==> config.mk <==
export PLATFORM = sky130hd
export DESIGN_NAME = gf_horner_eval
export DESIGN_NICKNAME = d
export VERILOG_FILES = /design/src/rtl/gf_horner_eval.sv
export SDC_FILE = /design/constraint.sdc
export NUM_CORES = 1
export LEC_CHECK = 0
export ABC_AREA = 1
export BUFFER_PORTS_ARGS = -buffer_cell sky130_fd_sc_hd__buf_4
export CORE_UTILIZATION = 45
export DETAILED_ROUTE_END_ITERATION = 8
export PLACE_DENSITY = 0.69
export REMOVE_ABC_BUFFERS = 1
export SLEW_MARGIN = 20
export SYNTH_ARGS = -nofsm -noshare
export SYNTH_HDL_FRONTEND = slang
export SYNTH_SLANG_ARGS = --single-unit
==> constraint.sdc <==
create_clock -name clock -period 1.3 [get_ports clock]
set_clock_uncertainty 0.2 [all_clocks]
set_input_delay 0.13 -clock clock [delete_from_list [all_inputs] [get_ports clock]]
set_output_delay 0.13 -clock clock [all_outputs]
set_load 0.02 [all_outputs]
==> src/rtl/gf_horner_eval.sv <==
// GF(2^M) polynomial evaluator using Horner's rule.
// A block of N symbols (highest-degree coefficient first) is folded into an
// accumulator as acc = acc * point ^ symbol; the result is offered on a
// single-entry valid/ready output port.

// Combinational polynomial-basis GF(2^M) multiplier, reduced modulo x^M + POLY.
module gf_mul #(
    parameter int          M    = 5,
    parameter logic [M-1:0] POLY = 5'b00101
) (
    input  logic [M-1:0] a,
    input  logic [M-1:0] b,
    output logic [M-1:0] p
);
    logic [M-1:0] prod;
    logic [M-1:0] shifted;

    // Shift-and-add: shifted walks through a*x^i (already reduced) while
    // prod accumulates the terms selected by the bits of b.
    always_comb begin
        prod    = '0;
        shifted = a;
        for (int i = 0; i < M; i++) begin
            if (b[i]) begin
                prod = prod ^ shifted;
            end
            if (shifted[M-1]) begin
                shifted = {shifted[M-2:0], 1'b0} ^ POLY;
            end else begin
                shifted = {shifted[M-2:0], 1'b0};
            end
        end
    end

    assign p = prod;
endmodule

// Handshake rules:
//   input  side: a symbol is consumed on a rising edge where in_valid and
//                in_ready are both high; in_ready is high only in ACCUM.
//   output side: the result is transferred on a rising edge where out_valid
//                and out_ready are both high; out_data is held stable while
//                out_valid is high and out_ready is low.
module gf_horner_eval #(
    parameter int           M    = 5,
    parameter logic [M-1:0] POLY = 5'b00101,
    parameter int           N    = 31
) (
    input  logic         clock,
    input  logic         reset_n,
    input  logic         start,
    input  logic [M-1:0] eval_point,
    input  logic         in_valid,
    input  logic [M-1:0] in_data,
    output logic         in_ready,
    output logic         out_valid,
    output logic [M-1:0] out_data,
    input  logic         out_ready,
    output logic         busy,
    output logic [1:0]   state_dbg
);
    // Wide enough to hold N itself, so the counter never wraps.
    localparam int CW = $clog2(N + 1);

    typedef enum logic [1:0] {
        IDLE  = 2'd0,
        ACCUM = 2'd1,
        DONE  = 2'd2
    } state_t;

    state_t        state_q, state_d;
    logic [M-1:0]  acc_q, acc_d;
    logic [M-1:0]  point_q, point_d;
    logic [CW-1:0] count_q, count_d;
    logic [M-1:0]  mul_out;

    gf_mul #(
        .M    (M),
        .POLY (POLY)
    ) u_gf_mul (
        .a (acc_q),
        .b (point_q),
        .p (mul_out)
    );

    // State and datapath registers; reset clears everything, aborting any block.
    always_ff @(posedge clock or negedge reset_n) begin
        if (!reset_n) begin
            state_q <= IDLE;
            acc_q   <= '0;
            point_q <= '0;
            count_q <= '0;
        end else begin
            state_q <= state_d;
            acc_q   <= acc_d;
            point_q <= point_d;
            count_q <= count_d;
        end
    end

    // Next-state logic and Moore outputs; start is only honoured in IDLE.
    always_comb begin
        state_d   = state_q;
        acc_d     = acc_q;
        point_d   = point_q;
        count_d   = count_q;
        in_ready  = 1'b0;
        out_valid = 1'b0;
        out_data  = '0;
        busy      = 1'b1;
        case (state_q)
            IDLE: begin
                busy = 1'b0;
                if (start) begin
                    point_d = eval_point;
                    acc_d   = '0;
                    count_d = '0;
                    state_d = ACCUM;
                end
            end
            ACCUM: begin
                in_ready = 1'b1;
                if (in_valid) begin
                    acc_d   = mul_out ^ in_data;
                    count_d = count_q + CW'(1);
                    if (count_q == CW'(N - 1)) begin
                        state_d = DONE;
                    end
                end
            end
            DONE: begin
                out_valid = 1'b1;
                out_data  = acc_q;
                if (out_ready) begin
                    state_d = IDLE;
                end
            end
            default: begin
                state_d = IDLE;
            end
        endcase
    end

    assign state_dbg = state_q;
endmodule
==> impl_metrics.csv, run 1 <==
group,metric,value,unit
yosys,muxShareOfSynthArea,0,
pwr,seq_power_share,0.248,
yosys,synth_area,0.00137,mm²
pwr,power_frac_comb,0.689,
pwr,power_frac_clock,0.063,
cts,cts_tree,"built",
placed_design,gp_congestion,0.924,
sta,setup_ws,-364,ps
setup_path,worst-path-buf-inv,3,
pwr,swShare,0.499,
placed_design,place_ws,-302,ps
drt,drt-initial-drc-count,63,
setup_path,slowest_delay,440,ps
global_routing,grt_usage,0.249,
placed_design,port_buffers,24,
layout,nets,297,
yosys,synth_compound_area_frac,0.0660,
layout,drive_above_1_share,0.498,
placed_design,dpl.hpwl,2480,µm
setup_path,cp_max_fo,3,
setup_path,crit_chain,"nor2_2 > inv_1 > buf_4 > buf_4",
yosys,synth-xor-area-share,0.0577,
drt,postRouteAntennaNets,0,
layout,syn2layout_area_growth,62.1,%
layout,mostFrequentLayoutCell,"nand2_1",
drt,vias,1596,
drt,wire_per_inst,13.2,µm
global_routing,grt_max_degree,18,
layout,num-fill-cells,176,
floorplanning,die_h,57.1,µm
sta,setup_tns,-6740,ps
layout,multi_input_area,983,µm²
yosys,post_synth_num_cell_types,24,
placed_design,post-place-cells,288,
cts,worstSkewPairLatency,310,ps
sta,fin_crit_sh,1.28,
cts,ctsRootBufferMaster,"clkbuf_4",
sta,hold_viol,0,
sta,worstMarginPinSlew,345,ps
floorplanning,rows,19,
run,drv_cap,0,
sta,fin_crit,1660,ps
setup_path,cp.required,970,ps
floorplanning,dieArea,0.00326,mm²
cts,cts.htree.levels,1,
cts,clk_pin_slew,110,ps
worst_hold_path,hold_path.class,"in -> reg",
yosys,ys_seq_area_frac,0.312,
sta,rsz0062_at_grt,"yes",
drt,drc_errors,7,
setup_path,cp_top_family,"flip-flops",
drt,wl,4100,µm
yosys,synth_top_family_by_area,"simple AND/OR/NAND/NOR gates",
floorplanning,core,0.00281,mm²
setup_path,critPathSlowestCell,"dfrtp_1",
yosys,avgSynthCellArea,6.41,µm²
cts,clk_path_buf_depth,2,
sta,slew_headroom,0.770,
drt,viasPerCell,5.15,
run_status,status,"complete, but fails checks",
yosys,yosys_warnings,0,
setup_path,reg2reg_slack,-330,ps
layout,post-route-cell-area,0.00221,mm²
layout,final_cell_mix,"nand2_1, buf_4, inv_1",
layout,final_cells,310,
yosys,ys_ff_latch,17,
pwr,switching_power,0.00242,W
yosys,yosys.area_share.adder,0.0183,
global_routing,gr-total-overflow,0,
cts,cts_made_buffers,3,
placed_design,placed_area,0.00173,mm²
floorplanning,fp.dieW,57.1,µm
pwr,power_density,2200,mW/mm²
yosys,postSynthCellCount,213,
layout,utilization,0.789,
global_routing,antenna_found_initial,0,
pwr,vdd_ir_drop_max,1.24,mV
floorplanning,ioPinCount,25,
pwr,internal_power,0.00243,W
pwr,leakage,1.15,nW
setup_path,cp-start-kind,"register",
sta,setup_viol,27,
global_routing,grt_pass1_wl,6250,µm
setup_path,end_kind,"output port",
setup_path,crit_type,"reg -> out",
yosys,yosys.area_share.simple,0.413,
sta,timing.fmax,601,MHz
setup_path,arrival,1330,ps
run_status,violations,"DRC, setup timing",
setup_path,crit_path_frequent_cell,"buf_4",
layout,seq_area,434,µm²
floorplanning,start_util,0.487,
drt,dr.pass1.iters,6,
cts,clock-sinks,17,
sta,drv_slew,0,
layout,antenna_cells,0,
global_routing,grt_pass1_vias,1486,
-- cells in the mapped netlist --
library cell	count	area (µm²)
o21ai_0	6	30.0
buf_6	2	22.5
a41oi_1	1	8.76
inv_4	2	12.5
inv_2	3	11.3
nor2_2	1	6.26
ha_1	2	25.0
buf_4	3	22.5
xnor2_1	6	52.6
nor3_1	2	10.0
a21oi_1	4	20.0
nand2_1	78	293
o21ai_1	2	10.0
nor2_4	2	22.5
nor2_1	15	56.3
inv_1	30	113
nand4_1	2	12.5
nand2_2	7	43.8
nand3_1	20	100
o22ai_1	2	12.5
nand3_2	2	20.0
xor2_1	3	26.3
o21ai_2	1	8.76
dfrtp_1	17	425
-- routing by layer --
metal | global-route usage | part of all wire | vias to the layer above | routed length, µm
met1 | 0.300 | 0.44 | 754 | 1820
met4 | 0.0941 | 0.015 | 0 | 63
met2 | 0.437 | 0.50 | 40 | 2070
met5 | 0 | 0 | - | 0
met3 | 0.0522 | 0.036 | 9 | 149
li1 | - | - | 793 | -
-- through the flow --
stage          hold slack, ps  power (W)
4_1_cts                  4.82    0.00430
3_5_place_dp             -187    0.00346
2_1_floorplan            -366    0.00250
5_1_grt                  14.5    0.00521
6_report                 1.04    0.00486
3_3_place_gp             -185    0.00344
-- final cells by class --
cell class | instances | area share
Clock buffer | 3 | 0.0102
Clock inverter | 1 | 0.00226
Inverter | 35 | 0.0656
Multi-Input combinational cell | 156 | 0.445
Sequential cell | 17 | 0.196
Tap cell | 31 | 0.0175
Timing Repair Buffer | 66 | 0.260
Timing Repair inverter | 1 | 0.00339
-- worst min-delay path, stage by stage --
cell     delay (ps)
buf_4            80
xor2_1           60
inv_1            60
nand2_1          50
nand2_1          60
o21ai_2          50
-- final timing paths --
kind	from	endpoint	cells past startpoint
worst max-delay path	state_dbg[1]$_DFFE_PN0P_	busy	4
worst min-delay path	in_data[0]	acc_q[0]$_DFFE_PN0P_	6
worst max register to register	state_dbg[1]$_DFFE_PN0P_	count_q[1]$_DFFE_PN0P_	7
worst min register to register	count_q[4]$_DFFE_PN0P_	count_q[4]$_DFFE_PN0P_	2
max in group asynchronous	reset_n	point_q[1]$_DFFE_PN0P_	2
min in group asynchronous	reset_n	acc_q[2]$_DFFE_PN0P_	2
-- cell families (layout without fill, tap and decap cells) --
kind of cell / Yosys count / count (layout)
AND/OR/NAND/NOR: 129 / 129
buffers and inverters: 40 / 106
flip-flops: 17 / 17
AO/OA/AOI/OAI: 16 / 16
XOR/XNOR: 9 / 9
adder cells (fa/ha/maj): 2 / 2
-- power by group through the flow --
stage / clock (W) / sequential [W] / combinational [W]
final: 0.000306 / 0.00120 / 0.00335
after global routing: 0.000339 / 0.00123 / 0.00364
after CTS: 0.000307 / 0.00111 / 0.00289
after detailed placement: 0 / 0.00109 / 0.00238
after global placement: 0 / 0.00109 / 0.00236
after floorplan: 0 / 0.00103 / 0.00147
-- registers in the layout, summed over array words and instances, names as in the netlist --
signal and cells:
point_q 5, acc_q 5, state_dbg 2, count_q 5
-- repair_timing --
action,4_1_cts,5_1_grt
hold buffers,8,0
setup endpoints to repair,27,27
resized for setup,51,50
pin swaps,18,20
setup buffers,8,2
cloned,0,1
endpoints found under the hold margin,24,0
Power figures use the tool's default switching activity.
==> inputs of run 2 (changes only) <==
- CELL_PAD_IN_SITES_DETAIL_PLACEMENT: default -> 0
- CELL_PAD_IN_SITES_GLOBAL_PLACEMENT: default -> 2
- CORE_UTILIZATION: 45 -> 29
- CTS_CLUSTER_SIZE: default -> 16
- PLACE_DENSITY: 0.69 -> default
- PLACE_DENSITY_LB_ADDON: default -> 0.1
- clock period: 1.3 -> 1.63 ns (I/O delays scaled with it)
==> impl_metrics.csv, run 2 (synthesized netlist as in run 1, its figures left out) <==
group,metric,value,unit
floorplanning,rows,24,
pwr,swShare,0.495,
layout,drive_above_1_share,0.301,
sta,hold_viol,0,
drt,dr.pass1.iters,4,
cts,clk_path_buf_depth,2,
setup_path,cp.required,1580,ps
setup_path,timing.rr.start,"acc_q[3]$_DFFE_PN0P_",
floorplanning,ioPinCount,25,
drt,viasPerCell,4.58,
sta,hold_ws,11.9,ps
floorplanning,core,0.00444,mm²
setup_path,end_kind,"register",
placed_design,post-place-cells,291,
pwr,vdd_ir_drop_max,0.745,mV
layout,nets,274,
floorplanning,fp.dieW,70.6,µm
run,drv_cap,0,
placed_design,dpl.hpwl,2830,µm
sta,setup_viol,0,
sta,rsz0062_at_grt,"yes",
floorplanning,dieArea,0.00499,mm²
run_status,status,"finished, final reports clean",
drt,drt-initial-drc-count,29,
setup_path,startpoint,"acc_q[3]$_DFFE_PN0P_",
sta,fin_crit,1580,ps
cts,worstSkewPairLatency,250,ps
layout,utilization,0.418,
cts,cts_tree,"built",
pwr,internal_power,0.00158,W
global_routing,antenna_found_initial,0,
pwr,power_density,1680,mW/mm²
pwr,power_frac_clock,0.103,
cts,ctsRootBufferMaster,"clkbuf_8",
sta,worstMarginPinSlew,262,ps
global_routing,grt_max_degree,18,
cts,cts.htree.levels,1,
setup_path,arrival,1520,ps
layout,final_cell_mix,"nand2_1, buf_4, inv_1",
sta,timing.fmax,634,MHz
global_routing,grt_usage,0.154,
layout,antenna_cells,0,
setup_path,cp-start-kind,"register",
sta,slew_headroom,0.826,
setup_path,cp_max_fo,5,
pwr,seq_power_share,0.279,
drt,postRouteAntennaNets,0,
sta,drv_slew,0,
layout,final_cells,308,
layout,syn2layout_area_growth,36.2,%
floorplanning,die_h,70.6,µm
global_routing,grt_pass1_wl,6060,µm
placed_design,gp_congestion,0.811,
setup_path,crit_type,"reg -> reg",
setup_path,reg2reg_slack,50,ps
drt,vias,1410,
layout,mostFrequentLayoutCell,"nand2_1",
pwr,power_frac_comb,0.619,
placed_design,port_buffers,24,
pwr,switching_power,0.00155,W
drt,wl,3640,µm
global_routing,grt_pass1_vias,1385,
cts,clk_pin_slew,70,ps
worst_hold_path,min_from,"in_data[4]",
floorplanning,start_util,0.307,
placed_design,placed_area,0.00162,mm²
layout,post-route-cell-area,0.00186,mm²
cts,clock-sinks,17,
drt,drc_errors,0,
pwr,leakage,0.998,nW
sta,fin_crit_sh,0.968,
drt,wire_per_inst,11.8,µm
cts,cts_made_buffers,3,
global_routing,gr-total-overflow,0,
layout,reg.largest.list,"acc_q: 5 flops, count_q: 5 flops, point_q: 5 flops",
worst_hold_path,hold_path.class,"in -> reg",
==> run 2: changes by cell type in the layout (fill, tap and decap cells not counted), sizes merged <==
| cell | change |
|---|---|
| buf | -21 |
| clkbuf | +1 |
| clkinv | -1 |
| dlygate4sd3 | -1 |
| clkinvlp | -2 |
| inv | +1 |
==> run 2: final timing paths <==
kind | end | cells past startpoint
max reg2reg | acc_q[0]$_DFFE_PN0P_ | 7
min in group asynchronous | state_dbg[1]$_DFFE_PN0P_ | 2
min | acc_q[4]$_DFFE_PN0P_ | 4
max | acc_q[0]$_DFFE_PN0P_ | 7
min reg2reg | count_q[4]$_DFFE_PN0P_ | 2
max in group asynchronous | acc_q[4]$_DFFE_PN0P_ | 2
==> run 2: power groups by stage <==
stage	Combinational, W	Clock (W)	Sequential, W
after floorplan	0.00117	0	0.000823
after global placement	0.00166	0	0.000881
after detailed placement	0.00169	0	0.000879
after CTS	0.00173	0.000339	0.000869
after global routing	0.00216	0.000359	0.000911
final	0.00193	0.000321	0.000870
==> run 2: what timing repair did <==
item                       in CTS  in global routing
hold buffers                    7                  0
setup endpoints to repair       9                 13
hold endpoints to repair       23                  0
buffers inserted                1                  5
pin swaps                       0                  5
resized for setup               2                 23
==> run 2: metal layers <==
layer,up-vias,global-route usage,share of wire
li1,739,-,-
met1,651,0.186,0.45
met2,18,0.289,0.52
met3,2,0.0185,0.023
met4,0,0.0400,0.0052
met5,-,0,0
==> run 2: cell type report <==
| type | count | area [µm²] |
|---|---|---|
| Timing Repair Buffer | 44 | 348 |
| Sequential cell | 17 | 433 |
| Inverter | 35 | 136 |
| Fill cell | 481 | 2580 |
| Multi-Input combinational cell | 156 | 832 |
| Tap cell | 52 | 65.1 |
| Clock buffer | 4 | 45.0 |
==> run 2: through the flow <==
stage	setup WS, ps	total power, W	setup TNS [ps]
4_1_cts	25.6	0.00294	0
2_1_floorplan	-101	0.00199	-504
3_3_place_gp	-1.45	0.00254	-1.45
6_report	51.9	0.00312	0
3_5_place_dp	-12.1	0.00257	-22.6
5_1_grt	-45.3	0.00343	-140
==> run 2: critical path, cell delays in order, from the launching register on <==
cell     delay (ps)
dfrtp_2         420
buf_4           160
nand2_1          90
xor2_2          210
xnor2_2         210
nand2_1          70
nand2_1          70
o21ai_2          50
==> inputs of run 3 (changes only) <==
- clock period: 1.63 -> 1.7 ns (I/O delays scaled with it)
==> impl_metrics.csv, run 3 (synthesized netlist as in run 1, its figures left out) <==
group,metric,value,unit
run_status,status,"finished, final reports clean",
layout,drive_above_1_share,0.266,
sta,fin_crit,1570,ps
setup_path,end_kind,"register",
setup_path,cp.required,1640,ps
layout,final_cell_mix,"nand2_1, inv_1, buf_4",
cts,cts_made_buffers,3,
sta,hold_viol,0,
drt,dr.pass1.iters,4,
layout,nets,266,
setup_path,cp_max_fo,6,
pwr,power_frac_comb,0.590,
sta,hold_ws,51.6,ps
cts,clock-sinks,17,
floorplanning,start_util,0.307,
pwr,switching_power,0.00142,W
global_routing,grt_pass1_wl,6000,µm
placed_design,port_buffers,24,
pwr,leakage,0.940,nW
sta,timing.fmax,636,MHz
sta,worstMarginPinSlew,275,ps
global_routing,antenna_found_initial,0,
sta,slew_headroom,0.815,
setup_path,arrival,1520,ps
sta,setup_viol,0,
placed_design,gp_congestion,0.796,
floorplanning,ioPinCount,25,
cts,ctsRootBufferMaster,"clkbuf_8",
cts,worstSkewPairLatency,250,ps
layout,antenna_cells,0,
drt,drt-initial-drc-count,27,
cts,cts.htree.levels,1,
drt,wl,3450,µm
worst_hold_path,min_from,"in_valid",
floorplanning,rows,24,
drt,wire_per_inst,11.5,µm
layout,utilization,0.398,
pwr,vdd_ir_drop_max,0.867,mV
global_routing,grt_max_degree,18,
pwr,power_density,1590,mW/mm²
pwr,seq_power_share,0.303,
pwr,swShare,0.505,
layout,reg.largest.list,"acc_q: 5 flops, count_q: 5 flops, point_q: 5 flops",
pwr,power_frac_clock,0.107,
sta,fin_crit_sh,0.924,
setup_path,crit_type,"reg -> reg",
drt,viasPerCell,4.56,
placed_design,post-place-cells,287,
pwr,internal_power,0.00139,W
cts,clk_path_buf_depth,2,
floorplanning,die_h,70.6,µm
layout,syn2layout_area_growth,29.5,%
run,drv_cap,0,
cts,clk_pin_slew,70,ps
layout,mostFrequentLayoutCell,"nand2_1",
drt,vias,1368,
global_routing,grt_usage,0.151,
worst_hold_path,hold_path.class,"in -> reg",
global_routing,grt_pass1_vias,1382,
setup_path,cp-start-kind,"register",
floorplanning,core,0.00444,mm²
placed_design,dpl.hpwl,2730,µm
drt,postRouteAntennaNets,0,
setup_path,startpoint,"acc_q[3]$_DFFE_PN0P_",
global_routing,gr-total-overflow,0,
sta,drv_slew,0,
floorplanning,dieArea,0.00499,mm²
layout,final_cells,300,
cts,cts_tree,"built",
drt,drc_errors,0,
floorplanning,fp.dieW,70.6,µm
setup_path,timing.rr.start,"acc_q[3]$_DFFE_PN0P_",
sta,rsz0062_at_grt,"no",
==> run 3: routing by layer <==
layer / vias to the layer above / track usage / wire, µm
met5: - / 0 / 0
met4: 0 / 0.0422 / 12
met3: 2 / 0.0157 / 85
met2: 19 / 0.279 / 1780
met1: 623 / 0.188 / 1570
li1: 724 / - / -
==> run 3: power by group through the flow <==
stage	Sequential, W	Clock [W]	Combinational, W
floorplan	0.000789	0	0.00112
global placement	0.000850	0	0.00154
detailed placement	0.000845	0	0.00156
CTS	0.000845	0.000310	0.00158
global route	0.000889	0.000334	0.00189
finish	0.000853	0.000300	0.00166
==> run 3: final timing paths <==
| path | cells after the start | slack (ps) | end |
|---|---|---|---|
| max | 7 | 130 | acc_q[0]$_DFFE_PN0P_ |
| min | 3 | 50 | count_q[0]$_DFFE_PN0P_ |
| min in group asynchronous | 2 | 120 | count_q[2]$_DFFE_PN0P_ |
| max reg2reg | 7 | 130 | acc_q[0]$_DFFE_PN0P_ |
| min reg2reg | 2 | 340 | count_q[4]$_DFFE_PN0P_ |
| max in group asynchronous | 2 | 960 | point_q[1]$_DFFE_PN0P_ |
==> run 3: metrics by stage <==
stage / TNS, ps / cell area (µm²) / total power, W / worst slack (ps)
2_1_floorplan: -189 / 1320 / 0.00191 / -37.8
3_3_place_gp: 0 / 1590 / 0.00239 / 36.7
3_5_place_dp: -3.20 / 1590 / 0.00240 / -3.20
4_1_cts: 0 / 1700 / 0.00273 / 13.0
5_1_grt: 0 / 1770 / 0.00312 / 8.04
6_report: 0 / 1770 / 0.00281 / 129
==> run 3: layout make-up <==
type                            count  area, µm²
Sequential cell                    17        433
Fill cell                         504       2680
Timing Repair Buffer               36        285
Multi-Input combinational cell    156        803
Clock buffer                        4       45.0
Inverter                           35        136
Tap cell                           52       65.1
==> run 3: timing repair <==
action	in CTS	in global routing
hold endpoints to repair	23	0
buffers inserted	0	2
resized for setup	1	17
endpoints found under the setup margin	1	9
hold buffers	7	0
pin swaps	0	1
==> run 3: critical path, stage by stage (launching register included) <==
cell,delay [ps]
dfrtp_2,430
buf_2,190
nand2_1,70
xor2_1,180
xnor2_1,200
nand2_1,80
nand2_1,80
o21ai_2,50
